<file path="src/rtl/parity_arbiter.sv">
// Four-requester round-robin arbiter that returns the XOR parity of the granted word
// LATENCY edges after accept. Define PARITY_ARB_STATS_EN to add a done_count output.
module parity_arbiter #(
  parameter int unsigned WIDTH   = 32,
  parameter int unsigned LATENCY = 3
) (
  input  logic               clock,
  input  logic               reset_n,
  input  logic [3:0]         req_valid,
  input  logic [4*WIDTH-1:0] req_data,
  output logic [3:0]         req_ready,
  output logic               rsp_valid,
  input  logic               rsp_ready,
  output logic [1:0]         rsp_id,
  output logic               rsp_parity,
  output logic               busy
`ifdef PARITY_ARB_STATS_EN
  ,
  output logic [15:0]        done_count
`endif
);

  localparam int unsigned NREQ    = 4;
  localparam int unsigned ID_W    = 2;
  localparam int unsigned CNT_W   = 4;
  localparam int unsigned STATS_W = 16;

  typedef enum logic [1:0] {IDLE, BUSY, RESP} state_e;

  state_e             state_q;
  logic [ID_W-1:0]    ptr_q;
  logic [ID_W-1:0]    acc_id_q;
  logic               acc_par_q;
  logic [CNT_W-1:0]   cnt_q;
  logic               rsp_valid_q;
  logic [ID_W-1:0]    rsp_id_q;
  logic               rsp_parity_q;
  logic               busy_q;

  logic [NREQ-1:0]    grant_c;
  logic [ID_W-1:0]    sel_id_c;
  logic [ID_W-1:0]    idx_c;
  logic               found_c;
  logic               sel_par_c;
  logic [WIDTH-1:0]   word_c [NREQ];

  for (genvar g = 0; g < NREQ; g++) begin : g_word
    assign word_c[g] = req_data[g*WIDTH +: WIDTH];
  end

  // Round-robin search starting one past the last served requester.
  always_comb begin
    grant_c  = '0;
    sel_id_c = '0;
    idx_c    = '0;
    found_c  = 1'b0;
    for (int k = 1; k <= NREQ; k++) begin
      idx_c = ptr_q + ID_W'(k);
      if (!found_c && req_valid[idx_c]) begin
        grant_c[idx_c] = 1'b1;
        sel_id_c       = idx_c;
        found_c        = 1'b1;
      end
    end
  end

  assign sel_par_c = ^word_c[sel_id_c];

  // Grant is only offered when idle and out of reset.
  assign req_ready  = (reset_n && state_q == IDLE) ? grant_c : '0;
  assign rsp_valid  = rsp_valid_q;
  assign rsp_id     = rsp_id_q;
  assign rsp_parity = rsp_parity_q;
  assign busy       = busy_q;

  always_ff @(posedge clock or negedge reset_n) begin
    if (!reset_n) begin
      state_q      <= IDLE;
      ptr_q        <= ID_W'(3);
      acc_id_q     <= '0;
      acc_par_q    <= 1'b0;
      cnt_q        <= '0;
      rsp_valid_q  <= 1'b0;
      rsp_id_q     <= '0;
      rsp_parity_q <= 1'b0;
      busy_q       <= 1'b0;
    end else begin
      unique case (state_q)
        IDLE: begin
          if (found_c) begin
            acc_id_q  <= sel_id_c;
            acc_par_q <= sel_par_c;
            busy_q    <= 1'b1;
            if (LATENCY == 1) begin
              state_q      <= RESP;
              rsp_valid_q  <= 1'b1;
              rsp_id_q     <= sel_id_c;
              rsp_parity_q <= sel_par_c;
            end else begin
              state_q <= BUSY;
              cnt_q   <= CNT_W'(LATENCY - 1);
            end
          end
        end
        BUSY: begin
          if (cnt_q == CNT_W'(1)) begin
            state_q      <= RESP;
            cnt_q        <= '0;
            rsp_valid_q  <= 1'b1;
            rsp_id_q     <= acc_id_q;
            rsp_parity_q <= acc_par_q;
          end else begin
            cnt_q <= cnt_q - CNT_W'(1);
          end
        end
        RESP: begin
          // Result is held until the consumer takes it; the served id becomes the new pointer.
          if (rsp_ready) begin
            state_q      <= IDLE;
            ptr_q        <= rsp_id_q;
            rsp_valid_q  <= 1'b0;
            rsp_id_q     <= '0;
            rsp_parity_q <= 1'b0;
            busy_q       <= 1'b0;
          end
        end
        default: state_q <= IDLE;
      endcase
    end
  end

`ifdef PARITY_ARB_STATS_EN
  logic [STATS_W-1:0] done_q;

  // Saturating count of completed response handshakes.
  always_ff @(posedge clock or negedge reset_n) begin
    if (!reset_n) begin
      done_q <= '0;
    end else if (state_q == RESP && rsp_ready && done_q != {STATS_W{1'b1}}) begin
      done_q <= done_q + STATS_W'(1);
    end
  end

  assign done_count = done_q;
`endif

endmodule
</file>
<file path="config.mk">
export PLATFORM = sky130hd
export DESIGN_NAME = parity_arbiter
export DESIGN_NICKNAME = d
export VERILOG_FILES = /design/src/rtl/parity_arbiter.sv
export SDC_FILE = /design/constraint.sdc
export NUM_CORES = 1
export LEC_CHECK = 0
export CORE_UTILIZATION = 40
export DETAILED_ROUTE_END_ITERATION = 10
export GPL_TIMING_DRIVEN = 0
export MAX_ROUTING_LAYER = met4
export PLACE_DENSITY = 0.88
export SLEW_MARGIN = 20
export SYNTH_ARGS = -nofsm -noshare
export SYNTH_HDL_FRONTEND = slang
export SYNTH_SLANG_ARGS = --single-unit
export TNS_END_PERCENT = 1
</file>
<file path="constraint.sdc">
create_clock -name clock -period 6.98 [get_ports clock]
set_input_delay 1.396 -clock clock [delete_from_list [all_inputs] [get_ports clock]]
set_output_delay 1.396 -clock clock [all_outputs]
set_load 0.03 [all_outputs]
</file>
-- Word level (Yosys, flattened, before mapping)
Cells that the tools add are included.
- divide/modulo/power cells: 0
- $mul: 0
- eq/ne operators: 6
- muxes and demuxes: 48
- add/subtract/negate cells: 4
- reductions and logical operators: 22
- bitwise gates (word level): 4
- $lt $le $gt $ge: 9
- shift operators: 0
- operators with widths (operator ; number):
    $bmux W32 S2 ; 1
    $mux W32 ; 2
    $reduce_xor A32 Y1 ; 1
    $mux W4 ; 7
    $mux W1 ; 16
    $mux W2 ; 8
    $lt A2 B3 Y1 const B ; 4
    $or A4 B4 Y4 ; 3
    $reduce_and A3 Y1 ; 3
    $bmux W1 S2 ; 4
    $demux W1 S2 ; 4
    $ge A2 B1 Y1 const B ; 4
    $logic_and A1 B1 Y1 ; 8
    $pmux W4 S2 ; 1
    $ne A2 B2 Y1 const B ; 3
    $pmux W1 S2 ; 3
    $pmux W2 S3 ; 1
    $reduce_and A2 Y1 ; 3
    $reduce_bool A2 Y1 ; 3
    $add A2 B2 Y2 const B ; 2
    $eq A4 B1 Y1 const B ; 1
    $pmux W2 S2 ; 1
    $sub A4 B1 Y4 const B ; 1
    $ge A3 B3 Y1 const B ; 1
    other kinds (6) ; 8
- output and inout port bits: 9
- ROM bits: 0
- bits in writable memories: 0
- register bits after elaboration: 16
- latch bits: 0
- memories kept: 0

-- Longest topological paths before layout
Gate-level depths: netlist of run 1.
- depth after elaboration: 18
- gate-level depth with buffers: 9

-- Worst setup path before layout of run 1
OpenSTA, ideal clock, no wires.
- path type: input to output
- start: input port req_valid[1]
- end: output port req_ready[0]
- stages: 5
- data arrival time: 3.019 ns
- path slack: 2.565 ns
- cell sequence: mux4_2 or3_4 nor2b_1 a221oi_1 nor2_1
- word-level cells in the longest chain between the ends: 13
- elaborated cells between the ends (all ways): 25
- RTL lines (element ; RTL line ; text):
    start, declared ; 9 ; input logic [3:0] req_valid,
    $bmux W1 S2 ; 59 ; if (!found_c && req_valid[idx_c]) begin
    $mux W1 (not written as such) ; 59 ;
    $mux W1 ; 59 ;
    $logic_not A1 Y1 ; 59 ;
    $logic_and A1 B1 Y1 ; 59 ;
    $mux W1 ; 59 ;
    $logic_not A1 Y1 ; 59 ;
    $logic_and A1 B1 Y1 ; 59 ;
    $mux W1 ; 59 ;
    $logic_not A1 Y1 ; 59 ;
    $logic_and A1 B1 Y1 ; 59 ;
    $mux W4 * ; 59 ;
    $mux W4 * ; 70 ; assign req_ready = (reset_n && state_q == IDLE) ? grant_c : '0;
    end, declared ; 11 ; output logic [3:0] req_ready,
Every way passes the cells marked *; elsewhere a longest branch is shown, timed or not. The select of a mux whose other input is x is not followed.

-- Final worst setup path of run 1
- start: input port req_valid[3]
- end: output port req_ready[2]
The elaborated chain is that of the path after synthesis.

==> results_dict.tcl, run 1 <==
set metrics [dict create \
    wire_length_of_the_first_global_routing_pass_mm 9.04 \
    finalHoldViolations 0 \
    power_switching_uw 387 \
    portBuffers 143 \
    power_leakage_uw 0.00139 \
    tritoncts.num_buffers 3 \
    critical_path_maximum_fanout 8 \
    coreArea_um2 5270 \
    clkSinkCount 16 \
    design.die.area_um2 5940 \
    yosys_register_bits 16 \
    synth_top_cell_area_share_pct 42.3 \
    num_io_pins 144 \
    holdCritPathClass "reg2reg" \
    globalRoute.totalOverflow 0 \
    number_of_standard_cell_rows_in_the_floorplan 26 \
    ant_nets 0 \
    postSynthNetCount 392 \
    h-tree-depth 1 \
    clk_pin_slew_worst_paths_ns 0.06 \
    layout_setup_ws_ns 1.55 \
    final.setup_skew_ns 0.00385 \
    tritoncts "built" \
    worstPathArrival_ns 4.03 \
    cp-end-kind "output pin" \
    drt-vias-per-instance 4.67 \
    slew_headroom_pct 53.0 \
    detail_route.drc_violations 0 \
    grtUsageTotal_pct 19.6 \
    die_height_um 77.1 \
    sw_frac_of_total_pct 41.8 \
    yosys.cell_types.count 36 \
    pin_count_of_the_biggest_net_entering_global_routing 18 \
    critPathLaunchType "input port" \
    dr_total_vias 2168 \
    die_w_um 77.1 \
    effective_utilization_at_floorplan_pct 42.8 \
    topRoutingLayerUsed "met4" \
    sum_of_negative_setup_slack_ns 0 \
    timing_worst_slew_pin_value_ns 0.703 \
    wl_met2_mm 3.30 \
    hpwlAfterDp_mm 5.02 \
    post_cts.resized_instances 0 \
    report.final.setup_viol 0 \
    mostFrequentLayoutCells "clkdlybuf4s50_1, xnor2_1, nand2_1" \
    initial_antenna_violation_count 0 \
    clock_power_share_pct 8.9 \
    criticalPathCategory "in2out" \
    first_global_vias 2122 \
    syn-instance-count 247 \
    clock-root-buffer "clkbuf_8" \
    fmaxAchievable_mhz 184 \
    ys_top_cells_by_area "xnor2_1, dfrtp_1, xor2_1, ha_1, nand2_1" \
    power_frac_seq_pct 19.2 \
    wl_per_cell_um 12.1 \
    wirelength_met1_mm 1.99 \
    drv_slew 0 \
    period_needed_ns 5.43 \
    syn_to_final_growth_pct 69.8 \
    place_congestion 0.790 \
    n_antenna_cell 0 \
    yosysWarningCount 0 \
    status "finished, final reports clean" \
    finish.utilization_pct 72.6 \
    comb_power_share_pct 71.8 \
    rsz0062_at_grt "false" \
    clock_path_buffers 2 \
    power.ir.vdd_worst_v 0.000189 \
    nets 540 \
    powerDensity_nw_per_um2 242 \
    dpl_worst_slack_ns 1.57 \
    post-route-period-util_pct 77.8 \
    netlist.top_cell.by_area "xnor2_1" \
    drt_pre_antenna_iters 4 \
    worstPathRequired_ns 5.58 \
    clock_insertion_delay_worst_skew_ns 0.25 \
    hold_buffers 0 \
    post_synth_instance_area_um2 2250 \
    detail_route.iter0.violations 86 \
    met3WireLength_um 237 \
    drv.max_cap_violation_count 0 \
    mostFrequentLayoutCell "clkdlybuf4s50_1" \
    internal_power_uw 538 \
    postCtsSetupBuffers 0 \
    ratio_of_cells_with_drive_above_1_in_the_final_layout_pct 5.33 \
    synth.avg_cell_area_um2 9.13 \
    total_wire_length_mm 5.62 \
    synth.yosys.seq_area_share_pct 17.9 \
]
-- power by group through the flow --
| stage | Combinational [uW] | Clock, uW | Sequential (uW) |
|---|---|---|---|
| floorplan | 459 | 0 | 190 |
| global placement | 648 | 0 | 176 |
| detailed placement | 666 | 0 | 178 |
| CTS | 671 | 84.0 | 178 |
| global route | 736 | 86.2 | 184 |
| finish | 664 | 82.6 | 178 |
-- stage by stage --
stage / instance area (um2) / hold slack [ns] / instances / total power (uW)
after floorplan: 2250 / 0.439 / 247 / 649
after global placement: 3770 / 0.451 / 460 / 824
after detailed placement: 3770 / 0.456 / 460 / 844
after CTS: 3830 / 0.473 / 464 / 932
after global routing: 3830 / 0.516 / 464 / 1010
final: 3830 / 0.470 / 464 / 925
-- synth_stat cells --
| library cell | instances |
|---|---|
| nand3_1 | 4 |
| mux2i_1 | 2 |
| buf_6 | 1 |
| xor2_1 | 15 |
| a31oi_4 | 1 |
| o21ai_4 | 1 |
| xnor2_1 | 109 |
| a2bb2oi_2 | 1 |
| or3_4 | 1 |
| a21o_1 | 1 |
| and3_2 | 1 |
| ha_1 | 10 |
| o21ai_0 | 5 |
| a221oi_1 | 5 |
| inv_2 | 1 |
| o21bai_1 | 1 |
| nand3b_1 | 1 |
| or3_1 | 1 |
| nor3b_1 | 2 |
| inv_1 | 5 |
| mux4_2 | 2 |
| o41ai_2 | 1 |
| a21oi_1 | 3 |
| nand2b_1 | 3 |
| a22o_1 | 1 |
| dfrtp_1 | 14 |
| nor2_1 | 13 |
| a22oi_1 | 4 |
| mux2_2 | 3 |
| o21ai_1 | 5 |
| mux2_4 | 2 |
| nand2_1 | 20 |
| or4_1 | 1 |
| nor3_1 | 2 |
| dfstp_2 | 2 |
| nor2b_1 | 3 |
-- sequential cells by signal (all words and copies together), names as in the netlist --
signal	count
acc_id_q	2
acc_par_q	1
busy	1
cnt_q	4
ptr_q	2
rsp_id	2
rsp_parity	1
rsp_valid	1
state_q	2
-- worst max-delay path, stage by stage --
cell	delay, ns
clkdlybuf4s50_1	0.49
mux4_2	0.58
or3_4	0.38
nor2b_1	0.26
a221oi_1	0.15
nor2_1	0.11
clkdlybuf4s50_1	0.67
-- metal layers --
metal	vias to the layer above	track usage [%]
li1	1112	-
met1	964	19.8
met2	85	39.3
met3	7	1.55
met4	0	6.23
met5	-	-
-- cells by family (layout without fill, tap and decap cells) --
logic type               count (synthesis)  after routing  share of synthesized area [%]
adder cells (fa/ha/maj)                 10             10                           5.55
multiplexers                             9              9                           5.72
AO/OA/AOI/OAI                           29             29                           10.3
flip-flops                              16             16                           17.9
AND/OR/NAND/NOR                         52             52                           10.9
XOR/XNOR                               124            124                           48.2
buffers and inverters                    7            154                           1.50
-- path summary, 6_finish.rpt --
check,start,end,slack (ns),depth (start not counted)
setup / recovery,req_valid[3],req_ready[2],1.55,7
hold / removal,acc_id_q[0],rsp_id[0],0.47,2
setup reg to reg,ptr_q[0],acc_par_q,4.29,9
hold reg to reg,acc_id_q[0],rsp_id[0],0.47,2
max in group asynchronous,reset_n,rsp_id[0],4.97,1
min in group asynchronous,reset_n,state_q[1],1.56,1
-- area by class of cell --
class,instances,area (um2)
multi-input cells,224,1820
fillers,408,1440
repair buffers,143,1430
flip-flops and latches,16,403
well taps,70,87.6
clock buffers,4,55.1
inverters,6,22.5
plain buffers,1,11.3
(Power assumes the default switching activity.)
==> run 2: changes to the inputs <==
CORE_UTILIZATION = 34   (was 40)
PLACE_DENSITY = 0.8   (was 0.88)
clock period = 4.9 ns   (was 6.98 ns; I/O delays follow)
==> run 2 against run 1 <==
  * Clock skew shrank 0.0016 ns
  * Final cell count grew 1.5%
  * Utilization is 13 points lower
  * Setup slack lost 1.2 ns
==> results_dict.tcl, run 2 (synthesis gave the netlist of run 1 again) <==
set metrics [dict create \
    dr_total_vias 2175 \
    final_design_area_no_fill_um2 3840 \
    drt-vias-per-instance 4.62 \
    clkSinkCount 16 \
    clk_pin_slew_worst_paths_ns 0.06 \
    holdCritPathClass "reg2reg" \
    design.die.area_um2 6960 \
    critPathLaunchType "input port" \
    h-tree-depth 1 \
    postCtsSetupBuffers 0 \
    cp-end-kind "output pin" \
    clock_insertion_delay_worst_skew_ns 0.25 \
    mostFrequentLayoutCells "clkdlybuf4s50_1, xnor2_1, nand2_1" \
    reg2regPathDepth 9 \
    n_antenna_cell 0 \
    status "finished, final reports clean" \
    finish.cell_count_without_fillers 471 \
    criticalPathCategory "in2out" \
    post_cts.resized_instances 0 \
    num_io_pins 144 \
    wl_per_cell_um 11.2 \
    initial_antenna_violation_count 0 \
    worstPathArrival_ns 3.62 \
    tritoncts.num_buffers 3 \
    wire_length_of_the_first_global_routing_pass_mm 8.79 \
    die_height_um 83.4 \
    effective_utilization_at_floorplan_pct 35.3 \
    detail_route.iter0.violations 46 \
    power_leakage_uw 0.00139 \
    report.final.setup_viol 0 \
    worstPathRequired_ns 3.92 \
    pin_count_of_the_biggest_net_entering_global_routing 18 \
    number_of_standard_cell_rows_in_the_floorplan 29 \
    multiInputGateArea_um2 1820 \
    final.setup_skew_ns 0.00224 \
    detail_route.drc_violations 0 \
    globalRoute.totalOverflow 0 \
    flip_flop_count_of_the_largest_register_all_copies_and_words_added 4 \
    dpl.cell_count 467 \
    registers.top_by_ff_count "cnt_q" \
    place_congestion 0.783 \
    fmaxAchievable_mhz 218 \
    endpoint "req_ready[3]" \
    hold_buffers 0 \
    sum_of_negative_setup_slack_ns 0 \
    post-route-period-util_pct 93.8 \
    nets 540 \
    powerDensity_nw_per_um2 340 \
    first_global_vias 2240 \
    drv.max_cap_violation_count 0 \
    slew_headroom_pct 52.0 \
    drt_pre_antenna_iters 4 \
    critical_path_maximum_fanout 8 \
    portBuffers 143 \
    die_w_um 83.4 \
    clock_path_buffers 2 \
    ant_nets 0 \
    ratio_of_cells_with_drive_above_1_in_the_final_layout_pct 5.33 \
    total_power_uw 1310 \
    clock-root-buffer "clkbuf_8" \
    syn_to_final_growth_pct 70.2 \
    timing_worst_slew_pin_value_ns 0.718 \
    period_needed_ns 4.60 \
    power.ir.vdd_worst_v 0.000274 \
    hold_depth 2 \
    hpwlAfterDp_mm 4.78 \
    critical_path.reg2reg.startpoint "ptr_q[0]" \
    fillerInstances 568 \
    crit_start "req_valid[3]" \
    coreArea_um2 6390 \
    dpl-instance-area_um2 3780 \
    grtUsageTotal_pct 15.5 \
    rsz0062_at_grt "false" \
    seq_area_um2 403 \
    drv_slew 0 \
    worst_r2r_endpoint "acc_par_q" \
    tritoncts "built" \
    setup.reg_to_reg.worst_slack_ns 2.32 \
    mostFrequentLayoutCell "clkdlybuf4s50_1" \
    finalHoldViolations 0 \
    total_wire_length_mm 5.30 \
]
## run 2: layer usage
metal	part of all wire [%]	global-route usage (%)	vias to the layer above
li1	-	-	1115
met1	38	15.0	974
met2	57	31.9	82
met3	4.4	1.49	4
met4	0.81	4.31	0
met5	0	-	-
## run 2: worst min path at each step
stage | startpoint | slack, ns | end
6_report | acc_id_q[0] | 0.46 | rsp_id[0]
4_1_cts | acc_id_q[0] | 0.47 | rsp_id[0]
2_1_floorplan | acc_id_q[0] | 0.44 | rsp_id[0]
3_5_place_dp | acc_id_q[0] | 0.46 | rsp_id[0]
3_3_place_gp | acc_id_q[0] | 0.45 | rsp_id[0]
5_1_grt | acc_id_q[1] | 0.50 | rsp_id[1]
## run 2: critical path, stage by stage
cell	delay, ns
clkdlybuf4s50_1	0.50
mux4_2	0.58
or3_4	0.38
nor2b_1	0.26
a221oi_1	0.14
nor2_1	0.11
clkdlybuf4s50_1	0.67
## run 2: cell type report
| cell class | instances | area share, % |
|---|---|---|
| Buffer | 1 | 0.293 |
| Clock buffer | 4 | 1.43 |
| Inverter | 6 | 0.587 |
| Multi-Input combinational cell | 224 | 47.4 |
| Sequential cell | 16 | 10.5 |
| Tap cell | 77 | 2.51 |
| Timing Repair Buffer | 143 | 37.3 |
## run 2: through the flow
stage	setup slack [ns]	utilization, %	hold slack (ns)
after floorplan	1.32	-	0.439
after global placement	0.365	59.2	0.454
after detailed placement	0.310	59.2	0.457
after CTS	0.309	60.1	0.473
after global routing	0.152	60.1	0.497
final	0.303	60.1	0.465
## run 2: report_power, final
part           switching [uW]  leakage (uW)  internal, uW
registers                57.1      0.000190           196
clock network            43.3     0.0000288          71.2
logic                     441       0.00118           498
total                     541       0.00139           765
